--- src/rtl/spart_pkg.sv ---
// Shared definitions for the SPART transmit-side byte arbiter.
package spart_pkg;

  typedef enum logic [1:0] {
    ST_IDLE      = 2'd0,
    ST_LOAD      = 2'd1,
    ST_WAIT_BUSY = 2'd2,
    ST_WAIT_DONE = 2'd3
  } tx_state_e;

  localparam int DEFAULT_TIMEOUT = 16;

endpackage

--- src/rtl/rr_arbiter.sv ---
// Round-robin selector: search begins at ptr and wraps; emits one-hot grant and its index.
module rr_arbiter #(
  parameter int NUM_REQ = 4,
  parameter int IDX_W   = $clog2(NUM_REQ)
) (
  input  logic [NUM_REQ-1:0] req,
  input  logic [IDX_W-1:0]   ptr,
  output logic [NUM_REQ-1:0] grant,
  output logic [IDX_W-1:0]   idx,
  output logic               valid
);

  logic [IDX_W:0] pos;

  // Walk offsets from farthest to nearest so the nearest requester wins.
  always_comb begin
    grant = '0;
    idx   = '0;
    valid = 1'b0;
    pos   = '0;
    for (int k = NUM_REQ - 1; k >= 0; k--) begin
      pos = {1'b0, ptr} + (IDX_W + 1)'(k);
      if (pos >= (IDX_W + 1)'(NUM_REQ)) pos = pos - (IDX_W + 1)'(NUM_REQ);
      if (req[pos[IDX_W-1:0]]) begin
        grant                 = '0;
        grant[pos[IDX_W-1:0]] = 1'b1;
        idx                   = pos[IDX_W-1:0];
        valid                 = 1'b1;
      end
    end
  end

endmodule

--- src/rtl/spart_tx_arbiter.sv ---
// Multiplexes NUM_REQ byte requesters onto one SPART transmitter, paced by tbr.
// Define SPART_TX_ARB_PKT_LOCK_EN to hold the grant on one requester until its packet's last byte.
module spart_tx_arbiter
  import spart_pkg::*;
#(
  parameter int NUM_REQ = 4,
  parameter int TIMEOUT = DEFAULT_TIMEOUT
) (
  input  logic                       clk,
  input  logic                       rst,
  input  logic [NUM_REQ-1:0]         req,
  input  logic [8*NUM_REQ-1:0]       req_data,
  input  logic [NUM_REQ-1:0]         req_last,
  output logic [NUM_REQ-1:0]         ack,
  input  logic                       tbr,
  output logic                       trans_load,
  output logic [7:0]                 trans_buff,
  output logic [$clog2(NUM_REQ)-1:0] owner,
  output logic                       busy,
  output logic                       err
);

  localparam int IDX_W = $clog2(NUM_REQ);
  localparam int CNT_W = $clog2(TIMEOUT + 1);

  tx_state_e          state_q, state_d;
  logic [IDX_W-1:0]   rr_q, rr_d;
  logic [IDX_W-1:0]   owner_q, owner_d;
  logic [7:0]         buff_q, buff_d;
  logic               load_q, load_d;
  logic [NUM_REQ-1:0] ack_q, ack_d;
  logic               err_q, err_d;
  logic [CNT_W-1:0]   cnt_q, cnt_d;

  logic [NUM_REQ-1:0] arb_req;
  logic [NUM_REQ-1:0] gnt_onehot;
  logic [IDX_W-1:0]   gnt_idx;
  logic               gnt_vld;
  logic [IDX_W-1:0]   rr_next;

`ifdef SPART_TX_ARB_PKT_LOCK_EN
  logic               lock_q, lock_d;
  logic [NUM_REQ-1:0] own_mask;

  always_comb begin
    own_mask          = '0;
    own_mask[owner_q] = 1'b1;
  end

  assign arb_req = lock_q ? (req & own_mask) : req;
`else
  logic unused_last;
  assign unused_last = ^req_last;
  assign arb_req     = req;
`endif

  rr_arbiter #(
    .NUM_REQ (NUM_REQ),
    .IDX_W   (IDX_W)
  ) u_rr (
    .req   (arb_req),
    .ptr   (rr_q),
    .grant (gnt_onehot),
    .idx   (gnt_idx),
    .valid (gnt_vld)
  );

  assign rr_next = (gnt_idx == IDX_W'(NUM_REQ - 1)) ? '0 : gnt_idx + IDX_W'(1);

  always_comb begin
    state_d = state_q;
    rr_d    = rr_q;
    owner_d = owner_q;
    buff_d  = buff_q;
    load_d  = 1'b0;
    ack_d   = '0;
    err_d   = err_q;
    cnt_d   = cnt_q;
`ifdef SPART_TX_ARB_PKT_LOCK_EN
    lock_d  = lock_q;
`endif
    case (state_q)
      ST_IDLE: begin
        cnt_d = '0;
        if (tbr && gnt_vld) begin
          buff_d  = req_data[8*int'(gnt_idx) +: 8];
          owner_d = gnt_idx;
          load_d  = 1'b1;
          ack_d   = gnt_onehot;
          state_d = ST_LOAD;
`ifdef SPART_TX_ARB_PKT_LOCK_EN
          lock_d  = ~req_last[gnt_idx];
          if (req_last[gnt_idx]) rr_d = rr_next;
`else
          rr_d    = rr_next;
`endif
        end
      end
      ST_LOAD: begin
        cnt_d   = '0;
        state_d = ST_WAIT_BUSY;
      end
      ST_WAIT_BUSY: begin
        // Transmitter never took the byte: flag it and give up on this load.
        if (!tbr) begin
          state_d = ST_WAIT_DONE;
        end else if (cnt_q == CNT_W'(TIMEOUT - 1)) begin
          err_d   = 1'b1;
          state_d = ST_IDLE;
`ifdef SPART_TX_ARB_PKT_LOCK_EN
          lock_d  = 1'b0;
`endif
        end else begin
          cnt_d = cnt_q + CNT_W'(1);
        end
      end
      ST_WAIT_DONE: begin
        if (tbr) state_d = ST_IDLE;
      end
      default: state_d = ST_IDLE;
    endcase
  end

  always_ff @(posedge clk or posedge rst) begin
    if (rst) begin
      state_q <= ST_IDLE;
      rr_q    <= '0;
      owner_q <= '0;
      buff_q  <= '0;
      load_q  <= 1'b0;
      ack_q   <= '0;
      err_q   <= 1'b0;
      cnt_q   <= '0;
    end else begin
      state_q <= state_d;
      rr_q    <= rr_d;
      owner_q <= owner_d;
      buff_q  <= buff_d;
      load_q  <= load_d;
      ack_q   <= ack_d;
      err_q   <= err_d;
      cnt_q   <= cnt_d;
    end
  end

`ifdef SPART_TX_ARB_PKT_LOCK_EN
  always_ff @(posedge clk or posedge rst) begin
    if (rst) lock_q <= 1'b0;
    else     lock_q <= lock_d;
  end
`endif

  assign trans_load = load_q;
  assign ack        = ack_q;
  assign trans_buff = buff_q;
  assign owner      = owner_q;
  assign busy       = (state_q != ST_IDLE);
  assign err        = err_q;

endmodule

--- config.mk ---
export PLATFORM = sky130hd
export DESIGN_NAME = spart_tx_arbiter
export DESIGN_NICKNAME = d
export VERILOG_FILES = /design/src/rtl/spart_pkg.sv /design/src/rtl/rr_arbiter.sv /design/src/rtl/spart_tx_arbiter.sv
export SDC_FILE = /design/constraint.sdc
export NUM_CORES = 1
export LEC_CHECK = 0
export CORE_MARGIN = 5
export CORE_UTILIZATION = 35
export CTS_CLUSTER_DIAMETER = 50
export CTS_CLUSTER_SIZE = 28
export DETAILED_ROUTE_END_ITERATION = 12
export SLEW_MARGIN = 10
export SYNTH_ARGS = -nofsm -noshare
export SYNTH_HDL_FRONTEND = slang
export SYNTH_SLANG_ARGS = --single-unit
--- constraint.sdc ---
create_clock -name clk -period 4 [get_ports clk]
set_clock_uncertainty 0.1 [all_clocks]
set_input_delay 0.4 -clock clk [delete_from_list [all_inputs] [get_ports clk]]
set_output_delay 0.4 -clock clk [all_outputs]
set_load 0.05 [all_outputs]
==> impl_metrics.py <==
metrics = {
    "sta": {
        "final.min_clock_period_ns": 3.06,
        "tns_ns": 0,
        "finalSetupViolCount": 0,
        "max_slew.worst_pin.slew_ns": 0.982,
        "fmaxAchievable_mhz": 327,
        "slew_headroom": 0.344,
        "finalCritPeriodShare": 0.764,
        "hold_viol": 0,
        "rsz0062_at_grt": "false",
        "slew_viol_final": 0,
    },
    "detailed_routing": {
        "drtIter0Drc": 51,
        "via_per_inst": 5.20,
        "ant_nets": 0,
        "route.detailed.drc": 0,
        "via_count": 1628,
        "finalWirelength_microns": 4570,
        "firstDrtPassIters": 4,
        "wire_per_inst_microns": 14.6,
    },
    "power": {
        "p_leak_nw": 1.04,
        "vdd_ir_drop_max_mv": 0.298,
        "finalPower_mw": 1.79,
        "power_density_nw_per_um2": 731,
    },
    "setup_path": {
        "slowest_delay_ns": 0.55,
        "path_class": "reg -> reg",
        "crit_fanout": 18,
        "end_kind": "flop",
        "cp_slowest_cell": "dfrtp_1",
        "crit_chain": "inv_1 > ha_1 > mux4_2 > nand2b_4 > nand2b_4 > a21bo_1 > mux2i_1 > a21oi_1",
        "required_ns": 4.02,
        "crit_arrival_ns": 3.08,
        "worstSetupStartpointType": "flop",
        "cp_common_cell": "nand2b_4",
    },
    "place": {
        "io_buffers": 55,
        "place_congestion": 0.720,
        "dp.cells": 309,
        "placed_cell_area_sq_um": 2400,
        "dp_hpwl_microns": 3300,
    },
    "clock_tree": {
        "clock_sinks": 25,
        "postCtsHoldBufs": 0,
        "ctsResizeCount": 0,
        "cts_buffers": 3,
        "htree_levels": 1,
        "post_cts_buffers": 0,
        "root_buffer": "clkbuf_8",
        "insertion_delay_ns": 0.27,
        "clockBufferDepth": 2,
        "tritoncts": "done",
        "path_clk_slew_ns": 0.09,
    },
    "synthesis": {
        "async_flop_share": 1.00,
        "synth.top_cell.area_share": 0.340,
        "synth_top_flop_cell": "dfrtp_1",
        "synth_warnings": 0,
        "ys_ff_latch": 25,
        "synth_nets": 246,
        "ys_seq_area_frac": 0.340,
        "netlist_area_sq_um": 1840,
        "yosysTopAreaCell": "dfrtp_1",
        "avgSynthCellArea_sq_um": 9.53,
        "synth_top_cells_by_area": "dfrtp_1 34%, ha_1 6.8%, o32ai_1 6.7%",
        "synthCells": 193,
        "yosysUniqueCellTypes": 40,
        "synth-edff-count": 0,
    },
    "floorplanning": {
        "die-width_microns": 82.5,
        "fp.dieH_microns": 82.5,
        "design.core.area_sq_um": 5110,
        "pin_count": 60,
        "die_area_sq_um": 6800,
        "start_util": 0.360,
        "rows": 26,
    },
    "grt": {
        "grt_max_degree": 30,
        "grt_overflow_total": 0,
        "grt_pass1_wl_microns": 7310,
        "grt_pass1_vias": 1600,
        "grtUsageTotal": 0.138,
        "antenna_found_initial": 0,
    },
    "final_layout": {
        "nets": 297,
        "design_area_sq_um": 2450,
        "instances_no_fill": 313,
        "fin_util": 0.479,
        "area_delta_synth_final_pct": 33.1,
        "n_antenna_cell": 0,
        "drive_gt1_frac": 0.0741,
    },
    "outcome": {
        "status": "completed",
    },
    "hold_path": {
        "hold_path_class": "reg -> reg",
    },
    "job": {
        "drv_cap": 0,
    },
}
## critical path, delay by kind of cell (launching register included)
kind | cells | cell delay (ns)
multiplexers | 2 | 0.68
AO/OA/AOI/OAI | 2 | 0.59
flip-flops | 1 | 0.55
adder cells (fa/ha/maj) | 1 | 0.42
AND/OR/NAND/NOR | 2 | 0.40
buffers and inverters | 1 | 0.15
## final timing paths
check / startpoint / endpoint / slack (ns) / cells after the start
max: rr_q[1]$_DFFE_PP0P_ / trans_buff[2]$_DFFE_PP0P_ / 0.94 / 8
min: err$_DFFE_PP0P_ / err$_DFFE_PP0P_ / 0.38 / 1
max reg2reg: rr_q[1]$_DFFE_PP0P_ / trans_buff[2]$_DFFE_PP0P_ / 0.94 / 8
min reg2reg: err$_DFFE_PP0P_ / err$_DFFE_PP0P_ / 0.38 / 1
max in group asynchronous: rst / owner[0]$_DFFE_PP0P_ / 2.65 / 2
min in group asynchronous: rst / cnt_q[1]$_DFFE_PP0P_ / 0.56 / 2
## cells in the mapped netlist (2+ instances only)
library cell / count
mux4_2: 4
nand2b_4: 2
nand2_1: 22
a221oi_1: 4
dfrtp_1: 25
xor2_1: 2
xnor2_1: 2
o21ai_0: 5
buf_6: 5
a21oi_1: 14
nor2b_1: 2
o32ai_1: 14
inv_1: 18
a32o_1: 8
o32ai_2: 2
ha_1: 10
a211o_1: 4
clkbuf_1: 5
nand2b_1: 2
mux2i_1: 8
nor2_1: 16
## layer usage
| layer | global-route usage | up-vias | wire length (microns) |
|---|---|---|---|
| met5 | 0 | - | 0 |
| met4 | 0.0474 | 0 | 46 |
| met3 | 0.0293 | 4 | 218 |
| met2 | 0.226 | 31 | 2240 |
| met1 | 0.179 | 779 | 2060 |
| li1 | - | 814 | - |
## power by group
group	internal [mW]	leakage (nW)	total, mW	switching, mW
logic	0.493	0.710	1.24	0.743
clock network	0.0696	0.0255	0.150	0.0807
registers	0.341	0.308	0.404	0.0627
## layout make-up
class / instances / area (sq um)
repair buffers: 57 / 566
fillers: 493 / 2660
well taps: 70 / 87.6
flip-flops and latches: 25 / 626
multi-input cells: 138 / 1050
inverters: 19 / 71.3
clock inverters: 1 / 5.00
clock buffers: 3 / 41.3
## state kept, by name, indices dropped and copies added (netlist names)
name	flops
cnt_q	5
state_q	2
owner	2
err	1
rr_q	2
ack	4
trans_buff	8
trans_load	1
## layout by cell type (no fill, tap or decap), types with 2 or more instances in the layout
cell type and count:
buf_4 2, a211o_1 4, a221oi_1 4, inv_1 18, mux2i_1 8, a32o_1 8, nand2b_4 2, o21ai_0 5
dfrtp_1 25, xnor2_1 2, xor2_1 2, a21oi_1 14, o32ai_1 14, mux4_2 4, clkdlybuf4s50_1 55, nand2_1 22
ha_1 10, clkbuf_8 3, o32ai_2 2, nor2b_1 2, nand2b_1 2, nor2_1 16
## metrics by stage
| stage | hold WS (ns) | setup slack, ns |
|---|---|---|
| after floorplan | 0.327 | 1.05 |
| after global placement | 0.361 | 0.895 |
| after detailed placement | 0.364 | 0.908 |
| after CTS | 0.385 | 0.912 |
| after global routing | 0.408 | 0.718 |
| final | 0.381 | 0.945 |
## logic make-up (layout without fill, tap and decap cells)
family | Yosys count | after routing | share of synthesized area
buffers and inverters | 30 | 80 | 0.0877
AOI/OAI and AO/OA | 60 | 60 | 0.254
adders and majority gates | 10 | 10 | 0.0680
DFF | 25 | 25 | 0.340
and+or+nand+nor | 52 | 52 | 0.138
muxes | 12 | 12 | 0.0925
xor gates and xnor gates | 4 | 4 | 0.0191
(Power assumes the default switching activity.)
